## config.mk

```make
export PLATFORM = sky130hd
export DESIGN_NAME = freq_meter_ctrl
export DESIGN_NICKNAME = d
export VERILOG_FILES = /design/src/rtl/freq_meter_ctrl.sv
export SDC_FILE = /design/constraint.sdc
export NUM_CORES = 1
export LEC_CHECK = 0
export ABC_AREA = 1
export CORE_ASPECT_RATIO = 0.5
export CORE_MARGIN = 3
export CORE_UTILIZATION = 45
export DETAILED_ROUTE_END_ITERATION = 8
export PLACE_DENSITY = 0.66
export SLEW_MARGIN = 10
export SYNTH_ARGS = -nofsm -noshare
export SYNTH_HDL_FRONTEND = slang
export SYNTH_SLANG_ARGS = --single-unit
```

## constraint.sdc

```tcl
create_clock -name CLK_50M -period 1.96 [get_ports CLK_50M]
set_input_delay 0.392 -clock CLK_50M [delete_from_list [all_inputs] [get_ports CLK_50M]]
set_output_delay 0.392 -clock CLK_50M [all_outputs]
set_load 0.1 [all_outputs]
```

## src/rtl/freq_meter_ctrl.sv

```systemverilog
// Measurement sequencer for the frequency meter: produces the counter clear, gate window,
// result latch and display hold, with manual or overflow/underrange driven auto-ranging.
module freq_meter_ctrl #(
    parameter int CLK_FREQ   = 50000000,
    parameter int SETTLE_CYC = 4,
    parameter int HOLD_CYC   = 25000000,
    parameter int CW         = 26
) (
    input  logic       CLK_50M,
    input  logic       nCLR,
    input  logic       Run,
    input  logic [1:0] Range_Sel,
    input  logic       Auto_Range,
    input  logic       Cnt_Ovf,
    input  logic       Cnt_Low,
    output logic       Gate_En,
    output logic       Clear_Pulse,
    output logic       Latch_Pulse,
    output logic [1:0] Range_Cur,
    output logic       Ovf_Flag,
    output logic       Busy
);

    typedef enum logic [2:0] {
        IDLE,
        CLEAR,
        GATE,
        SETTLE,
        LATCH,
        HOLD
    } stateType;

    // The timer counts down to zero, so each load is the state length minus one.
    localparam logic [CW-1:0] GATE_LOAD0  = CW'(CLK_FREQ - 1);
    localparam logic [CW-1:0] GATE_LOAD1  = CW'(CLK_FREQ / 10 - 1);
    localparam logic [CW-1:0] GATE_LOAD2  = CW'(CLK_FREQ / 100 - 1);
    localparam logic [CW-1:0] SETTLE_LOAD = CW'(SETTLE_CYC - 1);
    localparam logic [CW-1:0] HOLD_LOAD   = CW'(HOLD_CYC - 1);

    stateType      state, nextState;
    logic [CW-1:0] timer, nextTimer;
    logic [1:0]    nextRange;
    logic          nextOvf;
    logic          decPending, nextDec;
    logic          autoHeld, nextAuto;
    logic          gateNext, clearNext, latchNext, busyNext;

    function automatic logic [1:0] mapRange(input logic [1:0] sel);
        return (sel == 2'd3) ? 2'd2 : sel;
    endfunction

    function automatic logic [CW-1:0] gateLoad(input logic [1:0] r);
        case (r)
            2'd0:    return GATE_LOAD0;
            2'd1:    return GATE_LOAD1;
            default: return GATE_LOAD2;
        endcase
    endfunction

    // NOTE: every register uses non-blocking assignment so all of them update from the same pre-edge values.
    always_ff @(posedge CLK_50M or negedge nCLR) begin
        if (!nCLR) begin
            state       <= IDLE;
            timer       <= '0;
            Range_Cur   <= 2'd0;
            Ovf_Flag    <= 1'b0;
            decPending  <= 1'b0;
            autoHeld    <= 1'b0;
            Gate_En     <= 1'b0;
            Clear_Pulse <= 1'b0;
            Latch_Pulse <= 1'b0;
            Busy        <= 1'b0;
        end else begin
            state       <= nextState;
            timer       <= nextTimer;
            Range_Cur   <= nextRange;
            Ovf_Flag    <= nextOvf;
            decPending  <= nextDec;
            autoHeld    <= nextAuto;
            Gate_En     <= gateNext;
            Clear_Pulse <= clearNext;
            Latch_Pulse <= latchNext;
            Busy        <= busyNext;
        end
    end

    always_comb begin
        // NOTE: defaults first so no path through the case leaves a signal unassigned and infers a latch.
        nextState = state;
        nextTimer = timer;
        nextRange = Range_Cur;
        nextOvf   = Ovf_Flag;
        nextDec   = decPending;
        nextAuto  = autoHeld;

        case (state)
            IDLE: begin
                if (Run) begin
                    nextState = CLEAR;
                    nextRange = mapRange(Range_Sel);
                end
            end
            CLEAR: nextState = GATE;
            GATE: begin
                if (timer == '0) nextState = SETTLE;
            end
            SETTLE: begin
                if (timer == '0) begin
                    if (Auto_Range && Cnt_Ovf && Range_Cur != 2'd2) begin
                        nextState = CLEAR;
                        nextRange = Range_Cur + 2'd1;
                    end else begin
                        nextState = LATCH;
                        nextOvf   = Cnt_Ovf;
                        nextDec   = Auto_Range && Cnt_Low && !Cnt_Ovf;
                        nextAuto  = Auto_Range;
                    end
                end
            end
            LATCH: nextState = HOLD;
            HOLD: begin
                if (timer == '0) begin
                    if (Run) begin
                        nextState = CLEAR;
                        if (!autoHeld) begin
                            nextRange = mapRange(Range_Sel);
                        end else if (decPending && Range_Cur != 2'd0) begin
                            nextRange = Range_Cur - 2'd1;
                        end
                    end else begin
                        nextState = IDLE;
                    end
                end
            end
            default: nextState = IDLE;
        endcase

        // Reload on every state entry; the gate length follows the range that is entering CLEAR/GATE.
        if (nextState != state) begin
            case (nextState)
                GATE:    nextTimer = gateLoad(nextRange);
                SETTLE:  nextTimer = SETTLE_LOAD;
                HOLD:    nextTimer = HOLD_LOAD;
                default: nextTimer = '0;
            endcase
        end else if (timer != '0) begin
            nextTimer = timer - 1'b1;
        end
    end

    always_comb begin
        gateNext  = (nextState == GATE);
        clearNext = (nextState == CLEAR);
        latchNext = (nextState == LATCH);
        busyNext  = (nextState != IDLE);
    end

endmodule
```

After elaboration in Yosys (flattened, before gate mapping)
Index checks and enable logic that the tools add are counted.

Eq/ne operators: 14. Bitwise operators: 1. $add $sub $neg: 3. Muxes and demuxes: 20. Reduce and logical (&&, ||, !) cells: 14.

Operators with widths (number): 26-bit one-hot mux with 3 select lines (1); 26-bit two-way mux (2); 26-bit one-hot mux with 2 select lines (1); 26-bit zero test (1); 26-bit nonzero test (1); 26-bit by 1-bit subtractor with 26-bit output (second input constant) (1); 3-bit one-hot mux with 6 select lines (1); 2-bit two-way mux (8); 3-bit two-way mux (5); 3-bit by 2-bit equality test with 1-bit output (second input constant) (4); 3-bit equality test (second input constant) (4); 3-bit by 1-bit equality test with 1-bit output (second input constant) (2); 2-bit one-hot mux with 3 select lines (1); 1-bit logical AND (5); 2-bit nonzero test (2); 3-bit zero test (1); 3-bit inequality test (1); 3-bit AND reduction (1); 3-bit nonzero test (1); 2-bit by 1-bit adder with 2-bit output (second input constant) (1); 2-bit by 1-bit equality test with 1-bit output (second input constant) (1); 2-bit equality test (second input constant) (1); 2-bit zero test (1); 2-bit inequality test (second input constant) (1); other kinds (4) (4).

Output and inout port bits: 7. Bits of input ports: 8. Register bits: 38.

Longest topological paths before layout
Depth after elaboration: 11. Mapped depth: 17.

Worst setup path after synthesis
No wires, ideal clock.

Path kind: register -> register. Start point: reg Range_Cur[0]. End point: reg timer[12]. Setup slack: -0.602 ns. Setup time: 0.113 ns. Arrival time: 2.448 ns. Required time: 1.847 ns. Period minus slack after synthesis: 2.562 ns. Cell stages (with the launch flop): 17. Path buffers: 0. Cell sequence: dfrtp_1 inv_1 ha_1 inv_1 nand3_1 nand3_1 nand2_1 nand2_1 nand2_1 nand2_1 nand3_1 nand3_1 nand2_1 nand3_2 nand3_1 nand2_1 inv_1.

Longest elaborated chain between the ends: 11. Elaborated cells between the ends (all ways): 27.

Ends and longest elaborated chain: from (decl) (line 19) `output logic [1:0] Range_Cur,`; from (signal assigned) (line 76) `Range_Cur <= nextRange;`; branches (longest 11 deep; another with 2-bit by 1-bit subtractor with 2-bit output); to (signal assigned) (line 75) `timer <= nextTimer;`; to (decl) (line 41) `logic [CW-1:0] timer, nextTimer;`.

Parallel ways; which one is timed is not known. A chain may end at the register's enable or synchronous reset.

Worst setup path in the final report
Start point: reg timer[6]. End point: reg timer[23].

Elaborated cells between the ends (all ways): 21.

RTL lines: 26-bit zero test * (line 105, 108, 122); 3-bit two-way mux (on tied branches) (line 122, 105, 108); 3-bit one-hot mux with 6 select lines * (line 96) `case (state)`; via nextState[0] (line 40) `stateType state, nextState;`; 3-bit equality test / 3-bit by 2-bit equality test with 1-bit output (equally long branches) (line 140) `case (nextState)`; 26-bit one-hot mux with 3 select lines (line 140); 26-bit two-way mux (line 139) `if (nextState != state) begin`.

The timed path passes the listed nets; every way through them passes the cells marked *. The select of a mux whose other input is x is not followed.

==> results.toml <==
[drt]
route.antenna.remaining_nets = 0
wl_mm = 7.791
vias_per_cell = 5.050
num_vias = 2727
wl_per_cell_um = 14.43
first_iter_violations = 147
dr.pass1.iters = 5
drc_errors = 0

[global_routing]
antenna_found_initial = 0
grt_max_degree = 33
gr-total-overflow = 0
grt_pass1_vias = 2682
grt_pass1_wl_mm = 12.59
grt_usage = 0.2429

[cells_and_area]
final_util = 0.7339
final-instance-count-excl-fill = 540
fin_area_um2 = 3785
diodes = 0
drive_above_1_share = 0.3894
fin_nets = 480
area_delta_synth_final_pct = 50.27

[setup_path]
critPathKind = "flip-flop to flip-flop"
timing.rr.end = "timer[23]"
cp_max_fo = 9
cp-start-kind = "flip-flop"
r2r_start = "timer[6]"
critPathArrivalTime_ns = 2.31
crit_end = "timer[23]"
setup.worst_path.end_class = "flip-flop"
reg2reg_slack_ns = -0.17
r2r_cells = 14
startpoint = "timer[6]"
critPathRequiredTime_ns = 2.14

[yosys]
synth_commonest_cells = "97 x nand2_1, 46 x nor2_1, 44 x inv_1, 38 x dfrtp_1, 33 x nand3_1"
synth_edf_count = 0
synth.cell_area_um2 = 2519
synth_cell_types = 31
seq_area_frac_synth = 0.3775
yosysTopAreaCell = "dfrtp_1"
yosysTopAreaCellShare = 0.3775
dominantRegCellSynth = "dfrtp_1"
avgSynthCellArea_um2 = 7.115
yosys-top-cells-area = "dfrtp_1 38%, nand2_1 14%, nor2_1 6.9%, inv_1 6.6%, nand3_1 6.6%"
ys_ff_latch = 38
synth_most_common_cell = "nand2_1"
async_flop_share = 1.000
netlist_instances = 354
synth.net_count = 365
yosys_warnings = 0

[power_and_ir_drop]
p_per_area_nw_per_um2 = 1639
switching_share = 0.4683
vdd_drop_max_uv = 1226
comb_power_share = 0.702
p_sw_uw = 2904
intPower_uw = 3298
p_seq_frac = 0.204
power.share.clock = 0.094
p_leak_uw = 0.002024

[flow_run]
drv_cap = 0

[status]
violations = "setup timing"
status = "finished with violations"

[die]
core.rowCount = 18
pin_count = 15
start_util = 0.4884
design.die.area_um2 = 6585
core_area_um2 = 5157
die_y_um = 58.90
die_w_um = 111.8

[sta]
fmax_mhz = 469.2
timing.final.max_slew_violations = 0
tightest_slew_ns = 0.7659
slew_headroom = 0.4894
fin_crit_ns = 2.131
period_share = 1.087
worst_slack_ns = -0.1715
rsz0062_at_grt = "yes"
finClkSkew_ns = 0.009439
setup_violations = 30
setup_tns_ns = -3.394
hold_viol = 0

[hold_path]
hp-class = "input pin to async pin"

[place]
place.port_buffers = 14
gp_congestion = 0.9016
dpl_cell_area_um2 = 3413
dp_cells = 521
hpwl_mm = 5.911

[clock_tree]
clock_sinks = 38
clock_path_buffers = 2
numCtsBuffers = 5
hold_buffers = 0
htreeDepth = 2
clk-insertion-delay-late_ns = 0.29
path_clk_slew_ns = 0.08
cts_root_buf = "clkbuf_8"
tritoncts = "yes"
[state kept, by name (all words and copies together), names as in the netlist]
signal	count
Latch_Pulse	1
Gate_En	1
Range_Cur	2
timer	26
decPending	1
autoHeld	1
state	3
Busy	1
Clear_Pulse	1
Ovf_Flag	1
[power by group through the flow]
stage / combinational (µW) / clock, µW / sequential, µW
3_5_place_dp: 3860 / 0 / 1260
2_1_floorplan: 1880 / 0 / 1570
4_1_cts: 4120 / 588 / 1260
3_3_place_gp: 3780 / 0 / 1260
6_report: 4350 / 582 / 1270
5_1_grt: 4740 / 616 / 1300
[cell families after synthesis]
family | after synthesis | synth area share
XOR/XNOR | 23 | 0.07998
flip-flops | 38 | 0.3775
adder cells (fa/ha/maj) | 3 | 0.01490
AND/OR/NAND/NOR | 208 | 0.3706
AO/OA/AOI/OAI | 32 | 0.07303
buffers and inverters | 50 | 0.08395
[routing by layer]
metal	track usage	routed length, µm
met5	0	0
met4	0.03986	46
met3	0.05852	493
met2	0.4250	3633
met1	0.3175	3617
[placed cells by master (no fill, tap or decap), types with 2 or more instances in the layout]
master	count
buf_4	99
nand2_1	86
inv_1	39
nor2_1	38
dfrtp_1	36
nand3_1	21
xor2_1	16
nand2_2	13
a21oi_1	13
nor2_2	11
nand3_2	11
o21ai_0	7
xnor2_1	7
a21oi_2	6
clkbuf_8	6
clkdlybuf4s50_1	6
inv_2	5
nor3_1	5
nor2_4	4
nand2_4	4
buf_12	3
dfrtp_4	2
nand3_4	2
inv_4	2
nor3_2	2
nand4_1	2
nor4_1	2
nand3b_1	2
ha_1	2
buf_6	2
[layout make-up]
| class | count | area, µm² |
|---|---|---|
| multi-input cells | 266 | 1570 |
| fillers | 395 | 1373 |
| flip-flops and latches | 38 | 958.4 |
| repair buffers | 111 | 890.9 |
| inverters | 47 | 186.4 |
| well taps | 70 | 87.58 |
| clock buffers | 7 | 86.33 |
| clock inverters | 1 | 5.005 |
[worst min-delay path by stage]
stage | to | slack, ns | start | cells past startpoint
after floorplan | Busy | 0.1 | nCLR | 0
after global placement | timer[7] | 0.49 | nCLR | 1
after detailed placement | timer[7] | 0.51 | nCLR | 1
after CTS | timer[6] | 0.19 | nCLR | 1
after global routing | timer[7] | 0.21 | nCLR | 1
final | timer[7] | 0.16 | nCLR | 1
[metrics by stage]
step / hold WS, ns / total power, µW / setup WS, ns
after floorplan: 0.09641 / 3453 / 0.002096
after global placement: 0.4917 / 5034 / -0.2075
after detailed placement: 0.5070 / 5118 / -0.2748
after CTS: 0.1898 / 5966 / -0.1395
after global routing: 0.2149 / 6649 / -0.2969
final: 0.1597 / 6202 / -0.1715
[critical path, stage by stage, from the launching register on]
cell and delay (ns):
dfrtp_1 0.39, nor2_2 0.16, nand2_2 0.10, nor2_4 0.17, nand2_2 0.10, nor2_4 0.15, nand2_2 0.08, a21oi_2 0.14
nand2_2 0.09, nand2_4 0.07, nand2_4 0.07, buf_12 0.15, nor2_8 0.12, buf_4 0.16, a21oi_1 0.05
[repair_timing]
item                       4_1_cts  5_1_grt
pin swaps                        7       10
setup buffers                    5        6
setup endpoints to repair       28       32
gates resized for setup         24       27
Note: power is estimated with default switching activity, not from simulation.
